## src/rtl/ps2_host_tx.sv

```systemverilog
`timescale 1ns/1ps
// PS/2 host-to-device command sender: clock inhibit, request-to-send, 11-edge framed byte, ACK check.
// Transfer starts the cycle after tx_valid in IDLE. No queue: tx_ready stays low until the tx_done pulse ends.
module ps2_host_tx #(
  parameter int INHIBIT_CYCLES        = 1200,
  parameter int START_TIMEOUT_CYCLES  = 150000,
  parameter int PACKET_TIMEOUT_CYCLES = 20000,
  parameter int FILTER_LEN            = 8
) (
  input  logic       CLOCK_10,
  input  logic       nreset,
  input  logic [7:0] tx_data,
  input  logic       tx_valid,
  output logic       tx_ready,
  output logic       tx_done,
  output logic [1:0] tx_status,
  output logic       rx_inhibit,
  input  logic       ps2_clk_in,
  input  logic       ps2_dat_in,
  output logic       ps2_clk_drive_low,
  output logic       ps2_dat_drive_low
);

  localparam int MAX_A = (START_TIMEOUT_CYCLES > PACKET_TIMEOUT_CYCLES) ?
                         START_TIMEOUT_CYCLES : PACKET_TIMEOUT_CYCLES;
  localparam int MAX_T = (MAX_A > INHIBIT_CYCLES) ? MAX_A : INHIBIT_CYCLES;
  localparam int TW    = $clog2(MAX_T) + 1;
  localparam int FW    = $clog2(FILTER_LEN) + 1;

  localparam logic [TW-1:0] T_INH_LAST = TW'(INHIBIT_CYCLES - 1);
  localparam logic [TW-1:0] T_START    = TW'(START_TIMEOUT_CYCLES - 1);
  localparam logic [TW-1:0] T_PACKET   = TW'(PACKET_TIMEOUT_CYCLES);
  localparam logic [FW-1:0] F_LAST     = FW'(FILTER_LEN - 1);

  typedef enum logic [2:0] {
    S_IDLE, S_INHIBIT, S_REQ, S_DATA, S_ACK, S_WAIT_IDLE, S_DONE, S_FAIL
  } state_t;

  state_t            state, state_n;
  logic [1:0]        clk_sync, dat_sync;
  logic [1:0]        raw, filt;
  logic [1:0][FW-1:0] fcnt;
  logic              clk_f, dat_f, clk_f_q, fall;
  logic [8:0]        shift, shift_n;
  logic [TW-1:0]     timer, timer_n, timer_inc;
  logic [3:0]        edge_cnt, edge_n;
  logic              dat_q, dat_n, nack, nack_n, pkt_expired;

  always_ff @(posedge CLOCK_10 or negedge nreset) begin
    if (!nreset) begin
      clk_sync <= 2'b11;
      dat_sync <= 2'b11;
    end else begin
      clk_sync <= {clk_sync[0], ps2_clk_in};
      dat_sync <= {dat_sync[0], ps2_dat_in};
    end
  end

  assign raw = {clk_sync[1], dat_sync[1]};

  // A lane flips only after FILTER_LEN consecutive samples disagree with it.
  always_ff @(posedge CLOCK_10 or negedge nreset) begin
    if (!nreset) begin
      filt <= 2'b11;
      fcnt <= '0;
    end else begin
      for (int i = 0; i < 2; i++) begin
        if (raw[i] == filt[i]) begin
          fcnt[i] <= '0;
        end else if (fcnt[i] == F_LAST) begin
          filt[i] <= raw[i];
          fcnt[i] <= '0;
        end else begin
          fcnt[i] <= fcnt[i] + 1'b1;
        end
      end
    end
  end

  assign clk_f = filt[1];
  assign dat_f = filt[0];

  always_ff @(posedge CLOCK_10 or negedge nreset) begin
    if (!nreset) begin
      clk_f_q <= 1'b1;
      fall    <= 1'b0;
    end else begin
      clk_f_q <= clk_f;
      fall    <= clk_f_q & ~clk_f;
    end
  end

  always_ff @(posedge CLOCK_10 or negedge nreset) begin
    if (!nreset) begin
      state    <= S_IDLE;
      shift    <= '0;
      timer    <= '0;
      edge_cnt <= '0;
      dat_q    <= 1'b0;
      nack     <= 1'b0;
    end else begin
      state    <= state_n;
      shift    <= shift_n;
      timer    <= timer_n;
      edge_cnt <= edge_n;
      dat_q    <= dat_n;
      nack     <= nack_n;
    end
  end

  always_comb begin
    state_n     = state;
    shift_n     = shift;
    timer_n     = timer;
    edge_n      = edge_cnt;
    dat_n       = dat_q;
    nack_n      = nack;
    timer_inc   = (timer == {TW{1'b1}}) ? timer : timer + 1'b1;
    pkt_expired = (timer >= T_PACKET);

    case (state)
      S_IDLE: begin
        if (tx_valid) begin
          shift_n = {~^tx_data, tx_data};
          timer_n = '0;
          edge_n  = '0;
          nack_n  = 1'b0;
          dat_n   = 1'b0;
          state_n = S_INHIBIT;
        end
      end
      S_INHIBIT: begin
        timer_n = timer_inc;
        if (timer == T_INH_LAST) begin
          timer_n = '0;
          dat_n   = 1'b1;
          state_n = S_REQ;
        end
      end
      S_REQ: begin
        timer_n = timer_inc;
        if (fall) begin
          // First device edge clocks bit 0 and restarts the timer for the packet budget.
          edge_n  = 4'd1;
          dat_n   = ~shift[0];
          timer_n = '0;
          state_n = S_DATA;
        end else if (timer == T_START) begin
          dat_n   = 1'b0;
          state_n = S_FAIL;
        end
      end
      S_DATA: begin
        timer_n = timer_inc;
        if (pkt_expired) begin
          dat_n   = 1'b0;
          state_n = S_FAIL;
        end else if (fall) begin
          edge_n = edge_cnt + 4'd1;
          if (edge_cnt == 4'd9) begin
            dat_n   = 1'b0;
            state_n = S_ACK;
          end else begin
            dat_n = ~shift[edge_cnt];
          end
        end
      end
      S_ACK: begin
        timer_n = timer_inc;
        if (pkt_expired) begin
          state_n = S_FAIL;
        end else if (fall) begin
          edge_n  = 4'd11;
          nack_n  = dat_f;
          state_n = S_WAIT_IDLE;
        end
      end
      S_WAIT_IDLE: begin
        timer_n = timer_inc;
        if (pkt_expired)        state_n = S_FAIL;
        else if (clk_f && dat_f) state_n = S_DONE;
      end
      S_DONE:  state_n = S_IDLE;
      S_FAIL:  state_n = S_IDLE;
      default: state_n = S_IDLE;
    endcase

    tx_ready          = (state == S_IDLE);
    rx_inhibit        = (state != S_IDLE);
    tx_done           = (state == S_DONE) || (state == S_FAIL);
    tx_status         = (state == S_FAIL) ? 2'b10 :
                        (state == S_DONE) ? {1'b0, nack} : 2'b00;
    ps2_clk_drive_low = (state == S_INHIBIT);
    // Start bit appears during the final inhibit cycle, ahead of the clock release.
    ps2_dat_drive_low = dat_q | ((state == S_INHIBIT) && (timer == T_INH_LAST));
  end

endmodule

```

## config.mk

```make
export PLATFORM = sky130hd
export DESIGN_NAME = ps2_host_tx
export DESIGN_NICKNAME = d
export VERILOG_FILES = /design/src/rtl/ps2_host_tx.sv
export SDC_FILE = /design/constraint.sdc
export NUM_CORES = 1
export LEC_CHECK = 0
export BUFFER_PORTS_ARGS = -buffer_cell sky130_fd_sc_hd__buf_2
export CORE_MARGIN = 5
export CORE_UTILIZATION = 60
export DETAILED_ROUTE_END_ITERATION = 6
export PLACE_DENSITY = 0.76
export SETUP_SLACK_MARGIN = 0.3
export SYNTH_ARGS = -nofsm -noshare
export SYNTH_HDL_FRONTEND = slang
export SYNTH_SLANG_ARGS = --single-unit
```

## constraint.sdc

```tcl
create_clock -name CLOCK_10 -period 3.1 [get_ports CLOCK_10]
set_clock_uncertainty 0.05 [all_clocks]
set_input_delay 0.62 -clock CLOCK_10 [delete_from_list [all_inputs] [get_ports CLOCK_10]]
set_output_delay 0.62 -clock CLOCK_10 [all_outputs]
set_load 0.01 [all_outputs]
```

==> results.toml, run 1 <==
[run_status]
outcome = "completed"

[drt]
drc_errors = 0
drt_iter0_drc = 284
viasPerCell = 6.07
routedWlPerCell_um = 15.6
postRouteAntennaNets = 0
drt_wl_total_um = 6460
num_vias = 2511
first_pass_iters = 5

[grt]
grt_antenna_before_repair = 0
grt_use_total_pct = 21.8
grt_overflow_total = 0
grt_pass1_vias = 2291
grt_max_degree = 50
grt_pass1_wl_um = 11100

[logic_synthesis]
ys_ff_latch = 53
synth-xor-area-share_pct = 6.32
synth_compound_area_share_pct = 14.8
syn_nets = 344
synth_top_family_by_area = "simple AND/OR/NAND/NOR gates"
netlist.area_leader.share_pct = 37.8
synthDistinctLibCells = 64
async_flop_share_pct = 100
seq_area_frac_synth_pct = 43.8
synthFlopType = "dfrtp_1"
synth_area_um2 = 3050
muxShareOfSynthArea_pct = 3.57
yosysWarnings = 0
avgSynthCellArea_um2 = 9.38
syn_inst = 325
synth_top_area_cell = "dfrtp_1"
synth_edf_count = 0
synth.most_common_cell = "dfrtp_1"
yosys-top-cells-area = "dfrtp_1 (38%), dfstp_2 (6.0%), nand2_1 (5.5%)"
synth_top_cells_by_count = "dfrtp_1 (46), nand2_1 (45), nor2_1 (32), o21ai_0 (14), xnor2_1 (13)"
yosys.area_share.simple_pct = 25.9
synth_fa_ha_area_share_pct = 2.46

[min_path]
hold_path.class = "flip-flop to flip-flop"

[timing]
fin_crit_ns = 2.68
setup_slack_ns = 0.421
max_freq_ghz = 0.373
rsz0062_at_grt = "false"
tns_ns = 0
slew_viol_final = 0
fin_crit_sh_pct = 86.4
worstMarginPinSlew_ns = 1.06
slew_headroom_pct = 29.0
hold_viol = 0
report.final.setup_viol = 0

[clock_tree]
cts.sinks = 53
insertion_delay_ns = 0.31
path_clk_slew_ns = 0.10
cts-root-buf = "clkbuf_8"
cts_max_level = 2
cts_tree = "yes"
cts_buffers = 5
cts_resized = 0
ctsHoldBuffers = 0
cts_setup_buffers = 0
clk_path_buf_depth = 2

[placement]
dp_hpwl_um = 4580
portBuffers = 19
place_congestion = 0.884
pre_cts_ws_ns = 0.620
place_inst = 406

[floorplanning]
die-area_um2 = 6610
fp.coreArea_um2 = 5010
pin_count = 20
start_util_pct = 60.9
die_h_um = 81.3
die_w_um = 81.3
rows = 26

[worst_setup_path]
r2r_slack_ns = 0.57
critPathLaunchType = "flip-flop"
reg2reg_depth = 5
worstSetupPathType = "flip-flop to primary output"
worst_ep_arrival_time_ns = 2.01
cp-endpoint = "ps2_dat_drive_low"
r2r_end = "dat_q"
r2r_start = "timer[12]"
crit_start = "timer[12]"
worstPathMaxFanout = 8
worstSetupEndpointType = "primary output"
crit_required_ns = 2.43

[power_and_ir_drop]
p_per_area_nw_per_um2 = 753
p_leak_nw = 1.46
ir_drop_v = 0.000468

[final_layout]
nets = 362
instances_no_fill = 414
syn_to_final_growth_pct = 8.04
n_antenna_cell = 0
drive_gt1_share_pct = 15.1

[job]
drv_cap = 0
-- registers in the layout (all words and copies together), names as in the netlist --
name / flops
timer: 19
clk_f_q: 1
fcnt: 8
state: 3
nack: 1
clk_sync: 2
dat_q: 1
edge_cnt: 4
filt: 2
fall: 1
shift: 9
dat_sync: 2
-- logic make-up after synthesis --
group	count (synthesis)
AND/OR/NAND/NOR	150
flip-flops	53
XOR/XNOR	22
AO/OA/AOI/OAI	63
buffers and inverters	23
multiplexers	8
adder cells (fa/ha/maj)	6
-- worst max-delay path, cell delays in order, from the launching register on --
cell,delay [ns]
dfrtp_1,0.47
or4b_4,0.60
nor3_4,0.29
a41o_1,0.21
buf_2,0.12
-- power breakdown --
part	total [W]	internal (W)	switching [W]
clock	0.000401	0.000161	0.000240
combinational	0.000999	0.000431	0.000568
sequential	0.00108	0.000877	0.000203
-- per-layer routing --
layer / up-vias / global-route usage, % / part of all wire, %
li1: 1212 / - / -
met2: 106 / 31.8 / 46
met3: 12 / 4.43 / 6.2
met5: - / 0 / 0
met4: 0 / 7.77 / 1.5
met1: 1181 / 31.8 / 46
-- worst min-delay path by stage --
stage | cells after the start | from | slack [ns] | end
6_report | 0 | clk_sync[0] | 0.31 | clk_sync[1]
5_1_grt | 0 | clk_sync[0] | 0.32 | clk_sync[1]
4_1_cts | 0 | clk_sync[0] | 0.32 | clk_sync[1]
3_5_place_dp | 0 | clk_sync[0] | 0.30 | clk_sync[1]
3_3_place_gp | 0 | dat_sync[0] | 0.30 | dat_sync[1]
2_1_floorplan | 0 | nreset | 0.27 | dat_q
-- through the flow --
step	hold WS (ns)	utilization (%)	power, W	area (um^2)
floorplan	0.274	-	0.00181	3050
global placement	0.298	64.0	0.00205	3200
detailed placement	0.303	64.0	0.00208	3200
CTS	0.317	65.8	0.00248	3290
global route	0.325	65.8	0.00268	3290
finish	0.315	65.8	0.00248	3290
-- area by class of cell --
type                            count  area, um^2
Fill cell                         442        1720
Multi-Input combinational cell    249        1620
Sequential cell                    53        1340
Timing Repair Buffer               23         125
Tap cell                           70        87.6
Clock buffer                        5        68.8
Inverter                           11        41.3
Clock inverter                      3        21.3
-- cells in the final DEF, fill, tap and decap left out, types with 3 or more instances in the layout --
master	count
mux2i_1	3
nor3_1	8
nand3_1	10
and3_1	7
xor2_1	9
buf_4	4
ha_1	6
nand2_1	45
nor2_1	32
o211ai_1	9
a211o_1	3
clkbuf_8	5
nor4_1	8
nand2b_1	3
xnor2_1	13
or3_1	4
a21oi_1	7
nand4_1	5
nor2b_1	6
dfrtp_1	46
o2111ai_1	3
or2_2	3
buf_2	19
o22ai_1	3
dfstp_2	7
nor3b_1	3
inv_1	11
o21ai_0	14
(Power assumes the default switching activity.)
==> run 2, diff against run 1 <==
- CORE_UTILIZATION: 60 -> 45
- PLACE_DENSITY: 0.76 -> 0.59
==> run 2 against run 1 <==
Total power is 2.5% higher. Register-to-register slack worse by 0.02 ns. Routed wire length is 1.6% lower. Global-route usage is 6.0 points lower. Die area is 29% higher. Cell count is 2.7% higher. Setup slack better by 0.053 ns. Via count is 3.0% lower. First-iteration DRC count is 37% lower. Sequential share of layout area is 0.52 points lower. Critical endpoint unchanged. Largest cell class unchanged. Highest routed layer unchanged.
==> results.toml, run 2 (same netlist as run 1, synthesis figures left out) <==
[placement]
placed_area_um2 = 3220
pre_cts_ws_ns = 0.553
portBuffers = 19
place_congestion = 0.838
dp_hpwl_um = 4530

[clock_tree]
cts-root-buf = "clkbuf_8"
cts.sinks = 53
cts_buffers = 5
cts_setup_buffers = 0
clk_path_buf_depth = 2
cts_max_level = 2
ctsHoldBuffers = 0
cts_resized = 0
cts_tree = "yes"
path_clk_slew_ns = 0.10
insertion_delay_ns = 0.32

[floorplanning]
die-area_um2 = 8520
start_util_pct = 45.6
pin_count = 20
die_h_um = 92.3
fp.coreArea_um2 = 6680
rows = 30
die_w_um = 92.3

[timing]
slew_headroom_pct = 56.4
fin_crit_sh_pct = 84.7
tns_ns = 0
hold_viol = 0
rsz0062_at_grt = "false"
setup_slack_ns = 0.475
fin_crit_ns = 2.63
fin_hold_ws_ns = 0.316
worstMarginPinSlew_ns = 0.655
slew_viol_final = 0
report.final.setup_viol = 0
max_freq_ghz = 0.381

[worst_setup_path]
crit_start = "timer[12]"
worstSetupPathType = "flip-flop to primary output"
r2r_start = "timer[12]"
crit_required_ns = 2.43
r2r_end = "dat_q"
reg2reg_depth = 5
cp-endpoint = "ps2_dat_drive_low"
worstSetupEndpointType = "primary output"
critPathLaunchType = "flip-flop"
worstPathMaxFanout = 8
r2r_slack_ns = 0.55
worst_ep_arrival_time_ns = 1.96

[min_path]
worstHoldPathCells = 0
hold_path.class = "flip-flop to flip-flop"

[final_layout]
nets = 363
n_antenna_cell = 0
final_cell_mix = "dfrtp_1 (46), nand2_1 (45), nor2_1 (32)"
largestRegisters = "timer x19, shift x9, fcnt x8"
top_register = "timer"
postLayoutCellArea_um2 = 3340
final_common_cell = "dfrtp_1"
fillers = 638
largest_reg_flops = 19
syn_to_final_growth_pct = 9.44
finish.utilization_pct = 49.9
drive_gt1_share_pct = 15.4

[grt]
grt_use_total_pct = 15.7
grt_overflow_total = 0
grt_pass1_vias = 2191
grt_max_degree = 54
grt_pass1_wl_um = 10900
grt_antenna_before_repair = 0

[drt]
drc_errors = 0
postRouteAntennaNets = 0
viasPerCell = 5.73
drt_wl_total_um = 6360
drt_iter0_drc = 179
routedWlPerCell_um = 15.0
num_vias = 2436
first_pass_iters = 4

[power_and_ir_drop]
ir_drop_v = 0.000407
p_leak_nw = 1.48
p_per_area_nw_per_um2 = 762

[job]
drv_cap = 0

[run_status]
outcome = "completed"
==> run 2: cell count changes in the layout (fill, tap and decap cells not counted), sizes merged <==
| cell | before | now |
|---|---|---|
| buf | 23 | 24 |
| clkinvlp | 1 | 0 |
| bufinv | 0 | 1 |
==> run 2: report_power, final <==
| group | total, W | switching, W | internal, W |
|---|---|---|---|
| sequential | 0.00108 | 0.000201 | 0.000876 |
| clock | 0.000482 | 0.000240 | 0.000242 |
| combinational | 0.000983 | 0.000549 | 0.000433 |
| total | 0.00254 | 0.000990 | 0.00155 |
==> run 2: layout make-up <==
type / instances / area (um^2) / area share, %
Timing Repair Buffer: 24 / 133 / 3.97
Clock inverter: 3 / 43.8 / 1.31
Multi-Input combinational cell: 249 / 1620 / 48.4
Clock buffer: 5 / 68.8 / 2.06
Sequential cell: 53 / 1340 / 40.0
Tap cell: 80 / 100 / 3.00
Inverter: 11 / 41.3 / 1.24
==> run 2: how the worst min path moves through the flow <==
stage                      from           to  slack (ns)
global placement    dat_sync[0]  dat_sync[1]        0.30
detailed placement  dat_sync[0]  dat_sync[1]        0.30
global route        clk_sync[0]  clk_sync[1]        0.31
floorplan                nreset        dat_q        0.27
CTS                 dat_sync[0]  dat_sync[1]        0.32
finish              dat_sync[0]  dat_sync[1]        0.32
==> run 2: metal layers <==
metal / GRT usage, % / routed length [um]
met3: 3.33 / 286
met2: 22.1 / 2740
met1: 23.9 / 3230
met4: 5.07 / 101
met5: 0 / 0
==> run 2: metrics by stage <==
step,total power (W),instances
4_1_cts,0.00256,425
6_report,0.00254,425
5_1_grt,0.00274,425
3_5_place_dp,0.00207,417
3_3_place_gp,0.00207,417
2_1_floorplan,0.00181,325
==> run 2: critical path, stage by stage, from the launching register on <==
cell     delay [ns]
dfrtp_1        0.47
or4b_4         0.60
nor3_4         0.24
a41o_1         0.21
buf_2          0.13
==> run 3, diff against run 2 <==
- clock period: 3.1 -> 2.5 ns (I/O delays scaled with it)
==> run 3 against run 2 <==
Worst hold slack got worse by 0.16 ns. Critical path depth stayed put. First-iteration DRC count rose by 16%. Via count grew 6.9%. Sequential power grew 22%. Non-clock buffer count rose by 23. Combinational power grew 42%. Routed wire length grew 11%. Total power increased by 27%. Cell count increased by 5.4%.
==> results.toml, run 3 (same netlist as run 1, synthesis figures left out) <==
[run_status]
outcome = "completed"

[placement]
dp_hpwl_um = 5090
portBuffers = 19
place_congestion = 0.891
pre_cts_ws_ns = 0.180

[worst_setup_path]
critical_path_buf_inv_count = 1
cp-endpoint = "ps2_dat_drive_low"
r2r_start = "timer[4]"
max_stage_delay_ns = 0.55
cpMaxStageDelayCell = "or4b_4"
reg2reg_depth = 6
worst_ep_arrival_time_ns = 1.75
worstSetupEndpointType = "primary output"
crit_required_ns = 1.95
r2r_slack_ns = 0.21
worstPathMaxFanout = 2
path_cells = "or4b_4, nor3_4, a41o_1, buf_2"
path_delay_family = "simple AND/OR/NAND/NOR gates"
critPathLaunchType = "flip-flop"
crit_start = "timer[4]"
worstSetupPathType = "flip-flop to primary output"
cp_num_cells = 4
r2r_end = "dat_q"

[grt]
grt_overflow_total = 0
grt_use_total_pct = 17.5
grt_pass1_wl_um = 11900
grt_pass1_vias = 2406
grt_max_degree = 29
grt_antenna_before_repair = 0

[drt]
drc_errors = 0
first_pass_iters = 5
viasPerCell = 5.81
drt_iter0_drc = 208
postRouteAntennaNets = 0
routedWlPerCell_um = 15.8
drt_wl_total_um = 7070
num_vias = 2605

[final_layout]
multi_input_area_um2 = 1720
largest_reg_flops = 19
drive_gt1_share_pct = 25.3
seq_area_um2 = 1340
nets = 386
syn_to_final_growth_pct = 18.7
final_cell_mix = "nand2_1 (45), dfrtp_1 (41), nor2_1 (31)"
top_register = "timer"
fillers = 606
n_antenna_cell = 0
largestRegisters = "timer x19, shift x9, fcnt x8"
final_common_cell = "nand2_1"

[power_and_ir_drop]
p_per_area_nw_per_um2 = 893
p_leak_nw = 1.60
ir_drop_v = 0.000436

[clock_tree]
clk_path_buf_depth = 2
ctsHoldBuffers = 0
cts-root-buf = "clkbuf_8"
cts_tree = "yes"
path_clk_slew_ns = 0.10
cts.sinks = 53
cts_max_level = 2
insertion_delay_ns = 0.32
cts_buffers = 5

[floorplanning]
fp.coreArea_um2 = 6680
rows = 30
die-area_um2 = 8520
start_util_pct = 45.6
pin_count = 20
die_h_um = 92.3
die_w_um = 92.3

[timing]
slew_headroom_pct = 55.6
fin_crit_sh_pct = 92.0
tns_ns = 0
fin_crit_ns = 2.30
hold_viol = 0
rsz0062_at_grt = "true"
worstMarginPinSlew_ns = 0.667
max_freq_ghz = 0.435
setup_slack_ns = 0.199
slew_viol_final = 0
report.final.setup_viol = 0

[job]
drv_cap = 0

[min_path]
hold_path.class = "input pin to async pin"
-- run 3: cell count changes in the layout (fill, tap and decap cells not counted), sizes merged --
cell / change
buf: +23
bufinv: -1
clkinv: +1
-- run 3: cell type report --
type                       instances  area share [%]
clock inverter                     3           0.726
tap                               80            2.77
clock buffer                       5            1.90
sequential                        53            37.1
timing repair buffer              47            8.78
multi-input combinational        249            47.6
inverter                          11            1.14
-- run 3: through the flow --
| stage | instances | util, % | total power, W | hold slack, ns | cell area [um^2] |
|---|---|---|---|---|---|
| after floorplan | 325 | - | 0.00228 | 0.154 | 3080 |
| after global placement | 430 | 50.4 | 0.00266 | 0.299 | 3370 |
| after detailed placement | 430 | 50.4 | 0.00267 | 0.297 | 3370 |
| after CTS | 443 | 52.7 | 0.00320 | 0.168 | 3520 |
| after global routing | 448 | 54.2 | 0.00349 | 0.183 | 3620 |
| final | 448 | 54.2 | 0.00323 | 0.152 | 3620 |
-- run 3: layer usage --
layer / vias to the layer above / GRT usage (%) / part of all wire, %
met1: 1240 / 25.4 / 50
met2: 91 / 26.2 / 43
met4: 0 / 6.19 / 1.6
met5: - / 0 / 0
li1: 1261 / - / -
met3: 13 / 3.25 / 5.9
-- run 3: where the power goes --
part | internal [W] | total (W) | switching (W)
Combinational | 0.000631 | 0.00140 | 0.000764
Sequential | 0.00109 | 0.00132 | 0.000233
Clock | 0.000205 | 0.000514 | 0.000310
Total | 0.00192 | 0.00323 | 0.00131
-- run 3: worst reg2reg max path, stage by stage (launching register included) --
cell	delay, ns
dfrtp_2	0.42
or4b_4	0.55
buf_4	0.16
nor4b_4	0.23
a211oi_2	0.13
a2111oi_4	0.32
mux2_4	0.33
-- run 3: worst min-delay path by stage --
stage / to / cells after the start / slack, ns
after global placement: clk_sync[1] / 0 / 0.30
after global routing: fcnt[6] / 1 / 0.18
after floorplan: dat_q / 0 / 0.15
final: fcnt[6] / 1 / 0.15
after CTS: fcnt[6] / 1 / 0.17
after detailed placement: clk_sync[1] / 0 / 0.30
-- run 3: what timing repair did --
action,4_1_cts,5_1_grt
gates resized for setup,7,12
endpoints found under the setup margin,12,24
pin swaps,5,8
endpoints found under the hold margin,0,0
buffers inserted,5,5
